`src/rtl/ex_div_unit_if.sv`:
```
// Handshake/data bundle between the EX-stage pipeline control and the iterative divider.
interface ex_div_unit_if #(
  parameter int XLEN = 32
);
  logic            div_req;
  logic [1:0]      div_op;
  logic [XLEN-1:0] src_j;
  logic [XLEN-1:0] src_k;
  logic            ex_adv;
  logic            ex_cancel;
  logic            ex_exe_out_valid;
  logic [XLEN-1:0] div_result;
  logic            div_busy;

  modport master (
    output div_req, div_op, src_j, src_k, ex_adv, ex_cancel,
    input  ex_exe_out_valid, div_result, div_busy
  );

  modport slave (
    input  div_req, div_op, src_j, src_k, ex_adv, ex_cancel,
    output ex_exe_out_valid, div_result, div_busy
  );
endinterface

```
`src/rtl/ex_div_unit.sv`:
```
// Restoring radix-2 divider for div.w/mod.w/div.wu/mod.wu; holds ex_exe_out_valid low
// while a divide is in flight so the hazard controller freezes the front end.
module ex_div_unit #(
  parameter int XLEN  = 32,
  parameter int CNT_W = 5
) (
  input logic          clk,
  input logic          reset,
  ex_div_unit_if.slave bus
);

  typedef enum logic [1:0] {
    ST_IDLE = 2'd0,
    ST_CALC = 2'd1,
    ST_DONE = 2'd2
  } state_t;

  state_t          r_state;
  state_t          w_state_nxt;
  logic [CNT_W-1:0] r_cnt;
  logic [XLEN:0]   r_rem;
  logic [XLEN-1:0] r_quo;
  logic [XLEN-1:0] r_abs_d;
  logic [XLEN-1:0] r_result;
  logic            r_q_neg;
  logic            r_r_neg;
  logic            r_want_mod;

  logic            w_signed;
  logic            w_j_neg;
  logic            w_k_neg;
  logic [XLEN-1:0] w_abs_j;
  logic [XLEN-1:0] w_abs_k;
  logic            w_start;
  logic            w_dz;
  logic [XLEN+1:0] w_trial;
  logic            w_fits;
  logic [XLEN:0]   w_rem_nxt;
  logic [XLEN-1:0] w_quo_nxt;
  logic [XLEN-1:0] w_quo_fix;
  logic [XLEN-1:0] w_rem_fix;

  assign w_signed = ~bus.div_op[1];
  assign w_j_neg  = w_signed & bus.src_j[XLEN-1];
  assign w_k_neg  = w_signed & bus.src_k[XLEN-1];
  assign w_abs_j  = w_j_neg ? (-bus.src_j) : bus.src_j;
  assign w_abs_k  = w_k_neg ? (-bus.src_k) : bus.src_k;
  assign w_start  = bus.div_req & ~bus.ex_cancel;
  assign w_dz     = (bus.src_k == '0);

  // Partial remainder stays below the divisor, so the shifted value fits in XLEN+1 bits
  // and bit XLEN+1 of the trial subtraction is the borrow.
  assign w_trial   = {r_rem, r_quo[XLEN-1]} - {2'b00, r_abs_d};
  assign w_fits    = ~w_trial[XLEN+1];
  assign w_rem_nxt = w_fits ? w_trial[XLEN:0] : {r_rem[XLEN-1:0], r_quo[XLEN-1]};
  assign w_quo_nxt = {r_quo[XLEN-2:0], w_fits};
  assign w_quo_fix = r_q_neg ? (-w_quo_nxt) : w_quo_nxt;
  assign w_rem_fix = r_r_neg ? (-w_rem_nxt[XLEN-1:0]) : w_rem_nxt[XLEN-1:0];

  always_ff @(posedge clk) begin
    if (reset) r_state <= ST_IDLE;
    else       r_state <= w_state_nxt;
  end

  always_comb begin
    w_state_nxt = r_state;
    if (bus.ex_cancel) begin
      w_state_nxt = ST_IDLE;
    end else begin
      case (r_state)
        ST_IDLE: if (bus.div_req) w_state_nxt = w_dz ? ST_DONE : ST_CALC;
        ST_CALC: if (r_cnt == '0) w_state_nxt = ST_DONE;
        ST_DONE: if (bus.ex_adv) w_state_nxt = ST_IDLE;
        default: w_state_nxt = ST_IDLE;
      endcase
    end
  end

  always_ff @(posedge clk) begin
    if (reset) begin
      r_cnt      <= '0;
      r_rem      <= '0;
      r_quo      <= '0;
      r_abs_d    <= '0;
      r_result   <= '0;
      r_q_neg    <= 1'b0;
      r_r_neg    <= 1'b0;
      r_want_mod <= 1'b0;
    end else if (bus.ex_cancel) begin
      r_cnt      <= '0;
      r_rem      <= '0;
      r_quo      <= '0;
      r_abs_d    <= '0;
      r_q_neg    <= 1'b0;
      r_r_neg    <= 1'b0;
      r_want_mod <= 1'b0;
    end else begin
      case (r_state)
        ST_IDLE: begin
          if (w_start) begin
            r_abs_d    <= w_abs_k;
            r_quo      <= w_abs_j;
            r_rem      <= '0;
            r_cnt      <= CNT_W'(XLEN - 1);
            r_q_neg    <= w_j_neg ^ w_k_neg;
            r_r_neg    <= w_j_neg;
            r_want_mod <= bus.div_op[0];
            // Divide by zero bypasses the iteration and returns raw operands.
            if (w_dz) r_result <= bus.div_op[0] ? bus.src_j : '1;
          end
        end
        ST_CALC: begin
          r_rem <= w_rem_nxt;
          r_quo <= w_quo_nxt;
          r_cnt <= r_cnt - 1'b1;
          if (r_cnt == '0) r_result <= r_want_mod ? w_rem_fix : w_quo_fix;
        end
        default: ;
      endcase
    end
  end

  assign bus.ex_exe_out_valid = ~bus.div_req | (r_state == ST_DONE);
  assign bus.div_result       = r_result;
  assign bus.div_busy         = (r_state == ST_CALC);

endmodule

```
`src/flat_wrapper.sv`:
```
// flat-port wrapper written by rule: the top's interface ports become plain ports
module ex_div_unit_flat 
#(
  parameter int XLEN  = 32,
  parameter int CNT_W = 5
)
  (clk, reset, bus_div_req, bus_div_op, bus_src_j, bus_src_k, bus_ex_adv, bus_ex_cancel, bus_ex_exe_out_valid, bus_div_result, bus_div_busy);
  ex_div_unit_if #(.XLEN(XLEN)) bus_i ();
  input logic clk;
  input logic reset;
  input wire logic [$bits(bus_i.div_req)-1:0] bus_div_req;
  input wire logic [$bits(bus_i.div_op)-1:0] bus_div_op;
  input wire logic [$bits(bus_i.src_j)-1:0] bus_src_j;
  input wire logic [$bits(bus_i.src_k)-1:0] bus_src_k;
  input wire logic [$bits(bus_i.ex_adv)-1:0] bus_ex_adv;
  input wire logic [$bits(bus_i.ex_cancel)-1:0] bus_ex_cancel;
  output wire logic [$bits(bus_i.ex_exe_out_valid)-1:0] bus_ex_exe_out_valid;
  output wire logic [$bits(bus_i.div_result)-1:0] bus_div_result;
  output wire logic [$bits(bus_i.div_busy)-1:0] bus_div_busy;
  assign bus_i.div_req = bus_div_req;
  assign bus_i.div_op = bus_div_op;
  assign bus_i.src_j = bus_src_j;
  assign bus_i.src_k = bus_src_k;
  assign bus_i.ex_adv = bus_ex_adv;
  assign bus_i.ex_cancel = bus_ex_cancel;
  assign bus_ex_exe_out_valid = bus_i.ex_exe_out_valid;
  assign bus_div_result = bus_i.div_result;
  assign bus_div_busy = bus_i.div_busy;
  ex_div_unit #(.XLEN(XLEN), .CNT_W(CNT_W)) u_core (.clk(clk), .reset(reset), .bus(bus_i));
endmodule
```
`config.mk`:
```
export PLATFORM = sky130hd
export DESIGN_NAME = ex_div_unit_flat
export DESIGN_NICKNAME = d
export VERILOG_FILES = /design/src/rtl/ex_div_unit_if.sv /design/src/rtl/ex_div_unit.sv /design/src/flat_wrapper.sv
export SDC_FILE = /design/constraint.sdc
export NUM_CORES = 1
export LEC_CHECK = 0
export ABC_AREA = 1
export BUFFER_PORTS_ARGS = -buffer_cell sky130_fd_sc_hd__buf_2
export CAP_MARGIN = 5
export CORE_ASPECT_RATIO = 0.8
export CORE_UTILIZATION = 59
export DETAILED_ROUTE_END_ITERATION = 7
export PLACE_DENSITY = 0.86
export SLEW_MARGIN = 20
export SYNTH_ARGS = -nofsm -noshare
export SYNTH_HDL_FRONTEND = slang
export SYNTH_SLANG_ARGS = --single-unit
```
`constraint.sdc`:
```
create_clock -name clk -period 7.55 [get_ports clk]
set_input_delay 0.755 -clock clk [delete_from_list [all_inputs] [get_ports clk]]
set_output_delay 0.755 -clock clk [all_outputs]
set_load 0.05 [all_outputs]
```
==> summary.txt <==
STA
  • Max frequency: 199 MHz
  • Sum of negative setup slack: 0 ns
  • Post-layout min period: 5.04 ns
  • Post-Route Hold Slack: 0.460 ns
  • Worst clock skew on the final layout: 0.0109 ns
  • Final period utilization: 66.7%
  • Final hold vios: 0
  • Final Worst Setup Slack: 2.51 ns
  • Setup repair after global routing missed its margin: no
  • Worst slew margin: 36.5%
  • Finish-stage setup viols: 0
  • Number of pins exceeding their max-slew limit in the final report: 0
  • Transition time at the pin with the least slew margin: 0.952 ns

Worst setup path
  • Critical path capture point type: flop
  • Arrival time worst endpoint: 5.34 ns
  • Register-to-Register Setup Slack: 2.51 ns
  • Capture point of the worst reg-to-reg path: u_core.bus.div_result[28]$_SDFFE_PP0P_
  • Kind of critical path: flop to flop
  • Depth of the worst register-to-register path: 27
  • Critical-path maximum fanout: 43
  • Worst Path Required: 7.85 ns
  • Nature of the critical path startpoint: flop
  • Reg-to-reg startpoint: u_core.r_abs_d[22]$_SDFFE_PP0P_

Synthesis
  • Share of cell area taken by muxes after synthesis: 0%
  • Main combinational cell family by area after synthesis: simple AND/OR/NAND/NOR gates
  • Flip-flop cell with the highest count after synthesis: dfxtp_1
  • Register bit total from synthesis: 139
  • Leading cell type by number of instances after synthesis: nand2_1
  • Netlist Area Pre-Place: 0.0121 mm2
  • Number of standard cells after synthesis: 2073
  • Avg Inst Size Synth: 5.83 um2
  • Share of synthesized flip-flops with an asynchronous set or reset: 0%
  • Area share of xor/xnor cells in the synthesized design: 3.48%
  • Adder and majority cell fraction of the synthesized area: 4.10%
  • Post-Synth Simple-Gate Area: 38.5%
  • Fraction of synthesized cell area taken by the top area cell type: 23.0%
  • Post-synthesis cell type count: 52
  • Most area-consuming cells after synthesis: dfxtp_1, nand2_1, inv_1
  • Total nets after synthesis: 2183
  • Commonest cells in the synthesized netlist: nand2_1, inv_1, a21oi_1
  • Most area-hungry cell type in the Yosys netlist: dfxtp_1
  • Complex-gate fraction of the synthesized area: 18.9%
  • Number of enable-type register cells in the synthesized netlist: 0
  • Warnings from Yosys: 0
  • Sequential area share after synthesis: 23.0%

Clock tree
  • Clock Latency Late Sink: 0.44 ns
  • CTS sink cnt: 139
  • CTS hold repair buffers: 0
  • TritonCTS clock tree: done
  • TritonCTS buffer count: 17
  • Post-cts resize count: 0
  • CTS H-tree depth: 4
  • Post-CTS setup repair buffer count: 0
  • Clock transition at the registers of the reported paths: 0.06 ns
  • Clock tree buffer depth: 2
  • Clk Tree Root Cell: clkbuf_16

Finish
  • Final layout net count: 2239
  • Area Overhead vs Synth: 9.99%
  • Final Cell Area: 0.0133 mm2
  • Layout filler cell count: 1907
  • Area taken by flip-flops and latches: 0.00278 mm2
  • Share of cells above drive strength 1: 11.4%
  • Area used by multi-input combinational logic: 0.00788 mm2
  • Antenna diode count: 0

Power and ir drop
  • Static leakage power: 6.40 nW
  • Worst VDD drop: 0.000145 V
  • Power density cells: 240 mW/mm2

Route
  • Total Routed Length: 40.4 mm
  • First-pass iteration count of the detailed router: 7
  • Remaining antenna violation count after routing: 0
  • Post-DR vias/cell: 5.79
  • Via Count: 13920
  • DR iter-0 viols: 1625
  • DRC violations left: 0
  • Post-detailed-route wirelength per cell: 16.8 um

Floorplanning
  • Core area: 0.0200 mm2
  • Placement Rows: 46
  • Die Ht: 130 um
  • Horizontal die dimension: 162 um
  • Effective utilization at floorplan: 60.5%
  • Number of I/O pins: 105
  • Die ar.: 0.0211 mm2

Global route
  • Vias in the first global route: 12132
  • Wire length of the first global-routing pass: 64.0 mm
  • Leftover overflow at the end of global routing: 0
  • Overall global routing resource usage: 39.0%
  • Initial antenna violation count: 1
  • Largest net degree at the start of global routing: 77

Placed design
  • Count of buffers inserted at the top-level ports: 104
  • Placed Instance Area: 0.0127 mm2
  • Minimum setup slack after placement: 2.70 ns
  • Placed wire-length estimate: 30.8 mm
  • Final Wtd Congestion: 0.993

Worst hold path
  • Min-Delay Startpoint: u_core.bus.div_result[11]$_SDFFE_PP0P_
  • End point of the worst hold path: u_core.bus.div_result[11]$_SDFFE_PP0P_
  • Classification of the worst-slack hold path: flop to flop
  • Cells on Worst Hold Path: 2

Outcome
  • Status: finished clean

Run
  • Number of max-cap violations: 0
==> cell type report <==
type	count	share of cell area [%]
Multi-Input combinational cell	1568	59.3
Tap cell	264	2.48
Clock buffer	20	3.51
Inverter	285	8.04
Clock inverter	12	1.04
Sequential cell	139	20.9
Timing Repair Buffer	118	4.70
==> worst max-delay path, cell delays in order, from the launching register on <==
cell and delay (ns):
dfxtp_1 0.31, inv_1 0.05, ha_1 0.37, a21oi_1 0.23, nor2_1 0.07, nor2_1 0.17
a21oi_2 0.10, nor2_4 0.18, nand3_2 0.19, nand2_4 0.44, ha_1 0.23, inv_1 0.05
nor3_1 0.26, nand2_1 0.15, nor3_1 0.22, nand2_1 0.10, nor3_1 0.28, nand3_1 0.19
o21ai_1 0.22, inv_1 0.09, a21oi_1 0.27, o21ai_1 0.17, nor2_1 0.14, a21oi_1 0.07
a21oi_1 0.15, nand2_1 0.07, nand2_1 0.05, a21oi_1 0.06
==> report_power, final <==
| group | switching [W] | internal, W | total [W] |
|---|---|---|---|
| Combinational | 0.00111 | 0.000435 | 0.00154 |
| Sequential | 0.0000204 | 0.000755 | 0.000775 |
| Clock | 0.000358 | 0.000515 | 0.000873 |
| Total | 0.00149 | 0.00171 | 0.00319 |
==> metrics by stage <==
stage	std cells	power [W]	utilization (%)
floorplan	2073	0.00194	-
global placement	2374	0.00226	63.6
detailed placement	2374	0.00227	63.6
CTS	2406	0.00314	66.6
global route	2406	0.00339	66.6
finish	2406	0.00319	66.6
==> cell usage in the layout, fill, tap and decap left out, types with 38 or more instances in the layout <==
cell type and count:
inv_1 271, dfxtp_1 139, buf_2 104, o21ai_0 114, ha_1 38, nand2_1 605
a31oi_1 38, a21oi_1 184, nor2_1 165, nand3_1 154
==> sequential cells by signal, indices dropped and copies added (netlist names) <==
name	cells
u_core.bus.div_result	32
u_core.r_abs_d	32
u_core.r_cnt	5
u_core.r_q_neg	1
u_core.r_quo	32
u_core.r_r_neg	1
u_core.r_rem	33
u_core.r_state	2
u_core.r_want_mod	1
==> layer usage <==
layer	wire length, um	track usage [%]	vias up
met1	18600	55.9	6242
met2	16000	55.2	752
met3	5200	13.7	72
met4	647	9.10	2
met5	13	0	-
li1	-	-	6852
==> kinds of logic (layout without fill, tap and decap cells) <==
group / Yosys count / in the layout
simple gates: 1071 / 1071
compound gates: 410 / 410
buf+inv: 366 / 435
flops: 139 / 139
xor+xnor: 48 / 48
fa+ha+maj: 39 / 39
==> how the worst max path moves through the flow <==
stage | from | end | slack (ns) | cells past startpoint
global placement | u_core.r_abs_d[22]$_SDFFE_PP0P_ | u_core.bus.div_result[22]$_SDFFE_PP0P_ | 2.84 | 26
CTS | u_core.r_abs_d[22]$_SDFFE_PP0P_ | u_core.bus.div_result[28]$_SDFFE_PP0P_ | 2.65 | 27
floorplan | u_core.r_abs_d[26]$_SDFFE_PP0P_ | u_core.bus.div_result[22]$_SDFFE_PP0P_ | 3.46 | 28
global route | u_core.r_abs_d[22]$_SDFFE_PP0P_ | u_core.bus.div_result[30]$_SDFFE_PP0P_ | 1.96 | 27
finish | u_core.r_abs_d[22]$_SDFFE_PP0P_ | u_core.bus.div_result[28]$_SDFFE_PP0P_ | 2.51 | 27
detailed placement | u_core.r_abs_d[22]$_SDFFE_PP0P_ | u_core.bus.div_result[28]$_SDFFE_PP0P_ | 2.70 | 27
(Power assumes the default switching activity.)
